`src/rtl/eep_pkg.sv`:
```
// EEP shared declarations: opcodes, FSM states, instruction field layout, flags.
// Declarations only; no latency, no backpressure.
package eep_pkg;

  localparam int INSTR_W = 16;
  localparam int OP_LSB  = 12;
  localparam int RD_LSB  = 9;
  localparam int RA_LSB  = 6;
  localparam int RB_LSB  = 3;
  localparam int IMM6_W  = 6;
  localparam int IMM9_W  = 9;
  localparam int IMM12_W = 12;

  typedef enum logic [3:0] {
    OP_ADD  = 4'h0, OP_SUB  = 4'h1, OP_AND  = 4'h2, OP_OR   = 4'h3,
    OP_XOR  = 4'h4, OP_LSL  = 4'h5, OP_ADDI = 4'h6, OP_MOVI = 4'h7,
    OP_LDR  = 4'h8, OP_STR  = 4'h9, OP_JMP  = 4'hA, OP_BEQ  = 4'hB,
    OP_BNE  = 4'hC, OP_NOPD = 4'hD, OP_NOPE = 4'hE, OP_HALT = 4'hF
  } op_e;

  typedef enum logic [2:0] {
    S_IDLE, S_FETCH, S_DECODE, S_EXEC, S_MEM, S_HALTED
  } state_e;

  typedef logic [INSTR_W-1:0] instr_t;

  typedef struct packed {
    logic z;
    logic n;
    logic c;
  } flags_t;

endpackage

```
`src/rtl/eep_alu.sv`:
```
// EEP ALU: result and Z/N/C for ops 0-6; C is carry (ADD/ADDI) or not-borrow (SUB).
// Purely combinational, zero latency; no backpressure.
module eep_alu
  import eep_pkg::*;
#(
  parameter int W = 16
) (
  input  op_e          op,
  input  logic [W-1:0] a,
  input  logic [W-1:0] b,
  output logic [W-1:0] res,
  output logic         z,
  output logic         n,
  output logic         c
);

  localparam int SH_W = $clog2(W);

  logic [W:0] sum;

  always_comb begin
    sum = '0;
    res = '0;
    c   = 1'b0;
    case (op)
      OP_ADD, OP_ADDI: begin
        sum = {1'b0, a} + {1'b0, b};
        res = sum[W-1:0];
        c   = sum[W];
      end
      OP_SUB: begin
        res = a - b;
        c   = (a >= b);
      end
      OP_AND:  res = a & b;
      OP_OR:   res = a | b;
      OP_XOR:  res = a ^ b;
      OP_LSL:  res = a << b[SH_W-1:0];
      default: res = '0;
    endcase
    z = (res == '0);
    n = res[W-1];
  end

endmodule

```
`src/rtl/eep_core.sv`:
```
// EEP multi-cycle core: fetch/decode/execute against sync code and data memories.
// 3 cycles per instruction (LDR 4); no backpressure, memories answer the next cycle.
module eep_core
  import eep_pkg::*;
#(
  parameter int REG_WIDTH   = 16,
  parameter int PC_WIDTH    = 16,
  parameter int REG_DEPTH   = 8,
  parameter int INSTR_WIDTH = 16
) (
  input  logic                 clk,
  input  logic                 rst_n,
  input  logic                 start,
  input  logic [PC_WIDTH-1:0]  start_pc,
  output logic [PC_WIDTH-1:0]  imem_addr,
  input  logic [15:0]          imem_rdata,
  output logic [REG_WIDTH-1:0] dmem_addr,
  output logic                 dmem_we,
  output logic [REG_WIDTH-1:0] dmem_wdata,
  input  logic [REG_WIDTH-1:0] dmem_rdata,
  output logic                 busy,
  output logic                 halted,
  output logic [PC_WIDTH-1:0]  pc,
  input  logic [2:0]           dbg_ad,
  output logic [REG_WIDTH-1:0] dbg_dout
);

  if (REG_DEPTH != 8) begin : g_bad_depth
    $error("eep_core: REG_DEPTH must be 8");
  end
  if (INSTR_WIDTH != INSTR_W) begin : g_bad_instr
    $error("eep_core: INSTR_WIDTH must be 16");
  end
  if (REG_WIDTH < 8) begin : g_bad_width
    $error("eep_core: REG_WIDTH must be at least 8");
  end

  typedef logic [REG_WIDTH-1:0] reg_t;

  state_e              state_q, state_d;
  logic [PC_WIDTH-1:0] pc_q, pc_d;
  instr_t              ir_q, ir_d;
  flags_t              flags_q, flags_d;
  reg_t                regs_q [REG_DEPTH];
  reg_t                regs_d [REG_DEPTH];

  op_e                 op;
  logic [2:0]          rd, ra, rb;
  reg_t                imm6_s, imm9_z, alu_b, alu_res, mem_addr;
  logic [PC_WIDTH-1:0] off9, off12;
  logic                alu_z, alu_n, alu_c;

  assign op       = op_e'(ir_q[OP_LSB +: 4]);
  assign rd       = ir_q[RD_LSB +: 3];
  assign ra       = ir_q[RA_LSB +: 3];
  assign rb       = ir_q[RB_LSB +: 3];
  assign imm6_s   = REG_WIDTH'($signed(ir_q[IMM6_W-1:0]));
  assign imm9_z   = REG_WIDTH'(ir_q[IMM9_W-1:0]);
  assign off9     = PC_WIDTH'($signed(ir_q[IMM9_W-1:0]));
  assign off12    = PC_WIDTH'($signed(ir_q[IMM12_W-1:0]));
  assign alu_b    = (op == OP_ADDI) ? imm6_s : regs_q[rb];
  assign mem_addr = regs_q[ra] + imm6_s;

  eep_alu #(.W(REG_WIDTH)) u_alu (
    .op  (op),
    .a   (regs_q[ra]),
    .b   (alu_b),
    .res (alu_res),
    .z   (alu_z),
    .n   (alu_n),
    .c   (alu_c)
  );

  always_comb begin
    state_d    = state_q;
    pc_d       = pc_q;
    ir_d       = ir_q;
    flags_d    = flags_q;
    regs_d     = regs_q;
    imem_addr  = '0;
    dmem_addr  = '0;
    dmem_we    = 1'b0;
    dmem_wdata = '0;
    case (state_q)
      S_IDLE, S_HALTED: begin
        if (start) begin
          state_d = S_FETCH;
          pc_d    = start_pc;
        end
      end
      S_FETCH: begin
        imem_addr = pc_q;
        state_d   = S_DECODE;
      end
      S_DECODE: begin
        ir_d    = imem_rdata;
        state_d = S_EXEC;
      end
      S_EXEC: begin
        state_d = S_FETCH;
        pc_d    = pc_q + PC_WIDTH'(1);
        case (op)
          OP_ADD, OP_SUB, OP_AND, OP_OR, OP_XOR, OP_LSL, OP_ADDI: begin
            regs_d[rd] = alu_res;
            flags_d    = {alu_z, alu_n, alu_c};
          end
          OP_MOVI: regs_d[rd] = imm9_z;
          OP_LDR: begin
            dmem_addr = mem_addr;
            state_d   = S_MEM;
            pc_d      = pc_q;
          end
          OP_STR: begin
            dmem_addr  = mem_addr;
            dmem_wdata = regs_q[rd];
            // A reset landing on this cycle must not leak a write to memory.
            dmem_we    = rst_n;
          end
          OP_JMP: pc_d = pc_q + off12;
          OP_BEQ: if (flags_q.z)  pc_d = pc_q + off9;
          OP_BNE: if (!flags_q.z) pc_d = pc_q + off9;
          OP_HALT: begin
            state_d = S_HALTED;
            pc_d    = pc_q;
          end
          default: ;
        endcase
      end
      S_MEM: begin
        regs_d[rd] = dmem_rdata;
        pc_d       = pc_q + PC_WIDTH'(1);
        state_d    = S_FETCH;
      end
      default: state_d = S_IDLE;
    endcase
  end

  always_ff @(posedge clk) begin
    if (!rst_n) begin
      state_q <= S_IDLE;
      pc_q    <= '0;
      ir_q    <= '0;
      flags_q <= '0;
      regs_q  <= '{default: '0};
    end else begin
      state_q <= state_d;
      pc_q    <= pc_d;
      ir_q    <= ir_d;
      flags_q <= flags_d;
      regs_q  <= regs_d;
    end
  end

  assign busy     = (state_q != S_IDLE) && (state_q != S_HALTED);
  assign halted   = (state_q == S_HALTED);
  assign pc       = pc_q;
  assign dbg_dout = regs_q[dbg_ad];

endmodule

```
`config.mk`:
```
export PLATFORM = sky130hd
export DESIGN_NAME = eep_core
export DESIGN_NICKNAME = d
export VERILOG_FILES = /design/src/rtl/eep_pkg.sv /design/src/rtl/eep_alu.sv /design/src/rtl/eep_core.sv
export SDC_FILE = /design/constraint.sdc
export NUM_CORES = 1
export LEC_CHECK = 0
export CORE_ASPECT_RATIO = 1.4
export CORE_MARGIN = 2
export CORE_UTILIZATION = 45
export DETAILED_ROUTE_END_ITERATION = 8
export PLACE_DENSITY = 0.7
export SYNTH_ARGS = -nofsm -noshare
export SYNTH_HDL_FRONTEND = slang
export SYNTH_SLANG_ARGS = --single-unit
```
`constraint.sdc`:
```
create_clock -name clk -period 5.2 [get_ports clk]
set_input_delay 0.78 -clock clk [delete_from_list [all_inputs] [get_ports clk]]
set_output_delay 0.78 -clock clk [all_outputs]
set_load 0.1 [all_outputs]
```
**Yosys cells after proc, flatten, opt, wreduce, memory -nomap -nowiden**

Index checks and enable logic that the tools add are counted.

- Add/sub/neg operators: 6
- Order comparisons: 5
- Equality and inequality tests: 22
- Shifts and indexed selects: 1
- Multiplexer cells: 36
- Bitwise gates (word level): 7
- Reductions and logical operators: 16

Operators with widths:

| operator | number |
|---|---|
| 128-bit one-hot mux with 2 select lines | 2 |
| 128-bit bitwise mux | 3 |
| 16-bit 2-to-1 mux | 18 |
| 16-bit binary-select mux with 3-bit select | 4 |
| 16-bit one-hot mux with 6 select lines | 1 |
| 16-bit adder | 4 |
| 16-bit one-hot mux with 4 select lines | 1 |
| 16-bit demux with 3-bit select | 1 |
| 16-bit one-hot mux with 3 select lines | 1 |
| 4-bit equality test (second input constant) | 6 |
| 16-bit by 1-bit adder with 16-bit output (second input constant) | 1 |
| 16-bit AND | 1 |
| 4-bit by 3-bit equality test with 1-bit output (second input constant) | 4 |
| 4-bit greater-or-equal comparator (second input constant) | 4 |
| 16-bit zero test | 1 |
| 3-bit inverter with 4-bit output | 4 |
| 16-bit bitwise OR | 1 |
| 16-bit by 4-bit left shift with 16-bit output | 1 |
| 16-bit subtractor | 1 |
| 16-bit XOR | 1 |
| 3-bit one-hot mux with 5 select lines | 1 |
| 4-bit by 2-bit equality test with 1-bit output (second input constant) | 2 |
| 2-bit OR reduction | 4 |
| 7-bit OR reduction | 1 |
| other kinds (18) | 25 |

- Register bits after elaboration: 164
- Bits of input ports: 54
- Output and inout bits: 83
- Word-level logic and storage cells: 105

**Logic depth before layout (Yosys ltp)**

- Word-level depth: 10
- Depth in mapped cells: 24
- Mapped depth without buffers: 19

**Hierarchy**

A second synthesis with hierarchy kept.

- Cell total of the unflattened synthesis: 1945
- Area total of the unflattened synthesis: 15951.5 um2

Modules (own cells, without submodules):

| module | times used | cells an instance | area an instance (um2) | sequential area each (um2) |
|---|---|---|---|---|
| eep_core | 1 | 1444 | 12449.4 | 3283.1 |
| eep_alu | 1 | 501 | 3502.1 | 0.0 |

**Worst setup path after synthesis**

Ideal clock, no wire load.

- Path type: register to output
- From: reg ir_q[8]
- To: out dmem_addr[15]
- Arrival time: 5.519 ns
- Required time: 4.420 ns
- Setup slack: -1.099 ns
- Cell stages (with the launch flop): 16
- Path buffers: 1
- Cell sequence: dfxtp_1 > clkbuf_1 > mux4_2 > mux2i_4 > inv_1 > ha_1 > a21o_1 > a21oi_1 > o21ai_0 > a21oi_1 > o21bai_1 > a211oi_1 > nor3_1 > o31ai_1 > a21oi_1 > nor3b_1

- Word-level cells in the longest chain between the ends: 7

RTL lines:

| element | line | text |
|---|---|---|
| from (decl) | eep_core.sv:42 | `instr_t ir_q, ir_d;` |
| from (signal assigned) | eep_core.sv:148 | `ir_q <= ir_d;` |
| 3-bit inverter with 4-bit output (not written as such) | eep_core.sv:62 | `assign mem_addr = regs_q[ra] + imm6_s;` |
| 16-bit binary-select mux with 3-bit select | eep_core.sv:62 |  |
| 16-bit 2-to-1 mux (not written as such) (2 in series) | eep_core.sv:62 |  |
| 16-bit adder | eep_core.sv:62 |  |
| 16-bit 2-to-1 mux | eep_core.sv:102 | `case (op)` |
| 16-bit 2-to-1 mux | eep_core.sv:84 | `case (state_q)` |
| to (decl) | eep_core.sv:17 | `output logic [REG_WIDTH-1:0] dmem_addr,` |

No other way between the ends. The select of a mux whose other input is x is not followed.

**Final worst setup path**

- From: reg ir_q[7]
- To: out dmem_addr[14]

Same word-level chain as after synthesis.

==> metrics.txt <==
Leak=between 0.006 and 0.007 uW; H-tree levels=4; hold depth=2; final setup margin=202 ps; Worst Hold Class=reg -> reg; Seq cells post-synth=164; Initial Utilization=0.457; min-delay src=ir_q[12]; CP max-delay cell=mux4_2; top_reg_cell synth=dfxtp_1; Final ANT Viol Nets=0; unrepaired setup endpoints after global routing=true; final instance area=between 15000 and 20000 um^2; pre-CTS WS=77.5 ps; Layout area overhead=21.0%; layout cells sized above 1=0.194; I/O pin count=137; total CTS buffers=17; status=complete, no violations; total negative slack=0 ps; DRC=0; post-DR wirelength/cell=between 20 and 30 um; Final Max Slew Viols=0; clk sinks=164; fmax=200 MHz; die width=roughly 160 um; initial antenna violation count=0; Vias=16.5k; Setup Viol. Count Final=0; worst IR drop on VDD=0.274 mV; DR pass1 iterations=9; footprint of the multi-input gates=between 10000 and 15000 um^2; core area=33300 um^2; Clock Skews=17.4 ps; CTS tree=yes; crit path DAT=4220 ps; Layout fillers=3022; Data required, critical path=4420 ps; number of global-route vias before repair=15.8k; Die Ht=222 um; Setup Crit Path Kind=reg -> out; CP max stage delay=540 ps; Post-Syn Area=roughly 15000 um^2; row count=79; Mapped Avg Cell Area=8.27 um^2; n_diodes=0; Hold Buf Count CTS=0; r2r worst-path depth=18; Cells after DPL=2415; Fin. Hold Viols=0; distinct cell type count after synthesis=90; Post-Synthesis Cells=1840; first-pass GRT wire length=95300 um; startpoint types=flop; warnings from Yosys=0; nets@finish=2145; largest net degree at the start of global routing=71; Reg2Reg Launch Point=ir_q[4]; Reg2Reg Setup Slack=210 ps; max_cap viols=0; Slew headroom=0.0738; routability congestion estimate=0.997; RR Endpoint=regs_q[73]; worst-path cell chain=buf_4 > mux4_2 > mux2i_4 > inv_2 > ha_1 > nor2b_1 > o21ai_1 > a21boi_0 > o21ai_0 > nand2b_1 > a21oi_2 > o211ai_1 > a41oi_2 > xor2_1 > nor2_2 > buf_12; Post-synth ARST share=0; Mapped Nets=1987; dpl cell area=17700 um^2; Buffers on Ports=between 100 and 150; Worst Max-Slew Pin Slew=between 1000 and 1500 ps; sequential share of the synthesized area=0.216; clk buf depth=2; crit path time final=5000 ps; Iter 0 DRT Violations=approximately 2.4k; GR Overflow Total=0; worst skew pair latency=470 ps; via-per-instance ratio=around 6.7; Tcrit/Tclk final=0.961; GRT Total Usage=0.350; Final HPWL DP=around 45000 um; Post-Layout Cell Count=about 2.5k; die area=35300 um^2; EDFF count, synth=0; Worst Hold End=ir_q[12]; CTS root buffer=clkbuf_16; crit path capture type=output port; crit-path max FO=5; sequential cell area=3300 um^2; drt total wl=63000 um; Pwr per Cell Area=304 nW/um^2; clock transition at the registers of the reported paths=80 ps
-- cells in the final DEF (no fill, tap or decap), types with 50 or more instances in the layout --
master	synthesis	routed
nand2_1	228	228
a21oi_1	206	202
buf_4	2	169
dfxtp_1	164	159
nor2_1	125	123
o21ai_0	109	108
ha_1	90	90
clkdlybuf4s50_1	0	85
mux4_2	78	80
xnor2_1	54	54
inv_1	52	50
-- cell usage after synthesis, types with 14 or more instances --
cell type,instances,area (um^2)
and3_1,16,100
ha_1,90,1130
mux2_2,24,270
clkbuf_1,103,387
a211oi_1,30,225
a22o_1,18,158
a31oi_1,49,307
a221oi_1,39,342
nor2_1,125,469
mux2i_1,39,390
and2_1,28,175
xor2_1,16,140
a21o_1,14,105
o21a_1,22,165
buf_2,16,80.1
mux4_2,78,1760
nand3_1,27,135
nand2b_1,18,113
o211ai_1,20,150
o21ai_0,109,546
a21oi_1,206,1030
a22oi_1,42,315
dfxtp_1,164,3280
nand2_1,228,856
nor3_1,32,160
inv_1,52,195
xnor2_1,54,473
-- per-layer routing --
metal | up-vias | global-route usage | part of all wire
li1 | 7287 | - | -
met1 | 7874 | 0.418 | 0.36
met2 | 1090 | 0.573 | 0.47
met3 | 296 | 0.0612 | 0.094
met4 | 0 | 0.238 | 0.077
met5 | - | 0 | 0
-- repair_timing --
item                                    4_1_cts  5_1_grt
endpoints found under the hold margin         0        0
pin swaps                                     1        8
buffers inserted                              1        8
endpoints found under the setup margin        6       33
gates resized for setup                       8       21
-- per-stage QoR --
stage | power (uW) | util | hold WS (ps)
final | 5600 | 0.553 | 482
after global routing | 5820 | 0.553 | 525
after CTS | 5490 | 0.548 | 483
after detailed placement | 4260 | 0.530 | 472
after global placement | 4230 | 0.530 | 465
after floorplan | 3230 | - | 459
-- final cells by class --
type | count | area share
Clock buffer | 18 | 0.0239
Clock inverter | 14 | 0.00659
Inverter | 55 | 0.0113
Multi-Input combinational cell | 1484 | 0.612
Sequential cell | 164 | 0.179
Tap cell | 445 | 0.0302
Timing Repair Buffer | 276 | 0.136
-- how the worst max path moves through the flow --
stage | startpoint | to | slack, ps | depth (start not counted)
6_report | ir_q[7] | dmem_addr[14] | 200 | 16
2_1_floorplan | ir_q[8] | dmem_addr[15] | -120 | 15
3_5_place_dp | ir_q[3] | regs_q[126] | 80 | 18
5_1_grt | ir_q[4] | regs_q[126] | -40 | 18
3_3_place_gp | ir_q[4] | regs_q[126] | 190 | 18
4_1_cts | ir_q[7] | dmem_addr[15] | 3 | 15
-- state kept, by name, indices dropped and copies added, names as in the netlist --
| signal | count |
|---|---|
| flags_q | 1 |
| ir_q | 16 |
| pc | 16 |
| regs_q | 128 |
| state_q | 3 |
-- power breakdown --
group          internal (uW)  switching [uW]
clock                    636             610
sequential              1310             117
combinational           1140            1790
-- kinds of logic (layout without fill, tap and decap cells) --
| kind of cell | after synthesis | count (layout) | synth area share |
|---|---|---|---|
| compound gates | 632 | 632 | 0.269 |
| simple gates | 531 | 531 | 0.161 |
| buf+inv | 192 | 363 | 0.0522 |
| flops | 164 | 164 | 0.216 |
| mux | 158 | 158 | 0.185 |
| fa+ha+maj | 93 | 93 | 0.0780 |
| xor+xnor | 70 | 70 | 0.0403 |
-- worst max-delay path: cells and delay by family (launching register included) --
| family | cells | cell delay [ps] |
|---|---|---|
| xor gates and xnor gates | 1 | 170 |
| and+or+nand+nor | 3 | 470 |
| buffers and inverters | 3 | 450 |
| muxes | 2 | 860 |
| AOI/OAI and AO/OA | 6 | 1050 |
| adders and majority gates | 1 | 330 |
| DFF | 1 | 400 |
No activity file was read; power rests on OpenSTA's default activity.
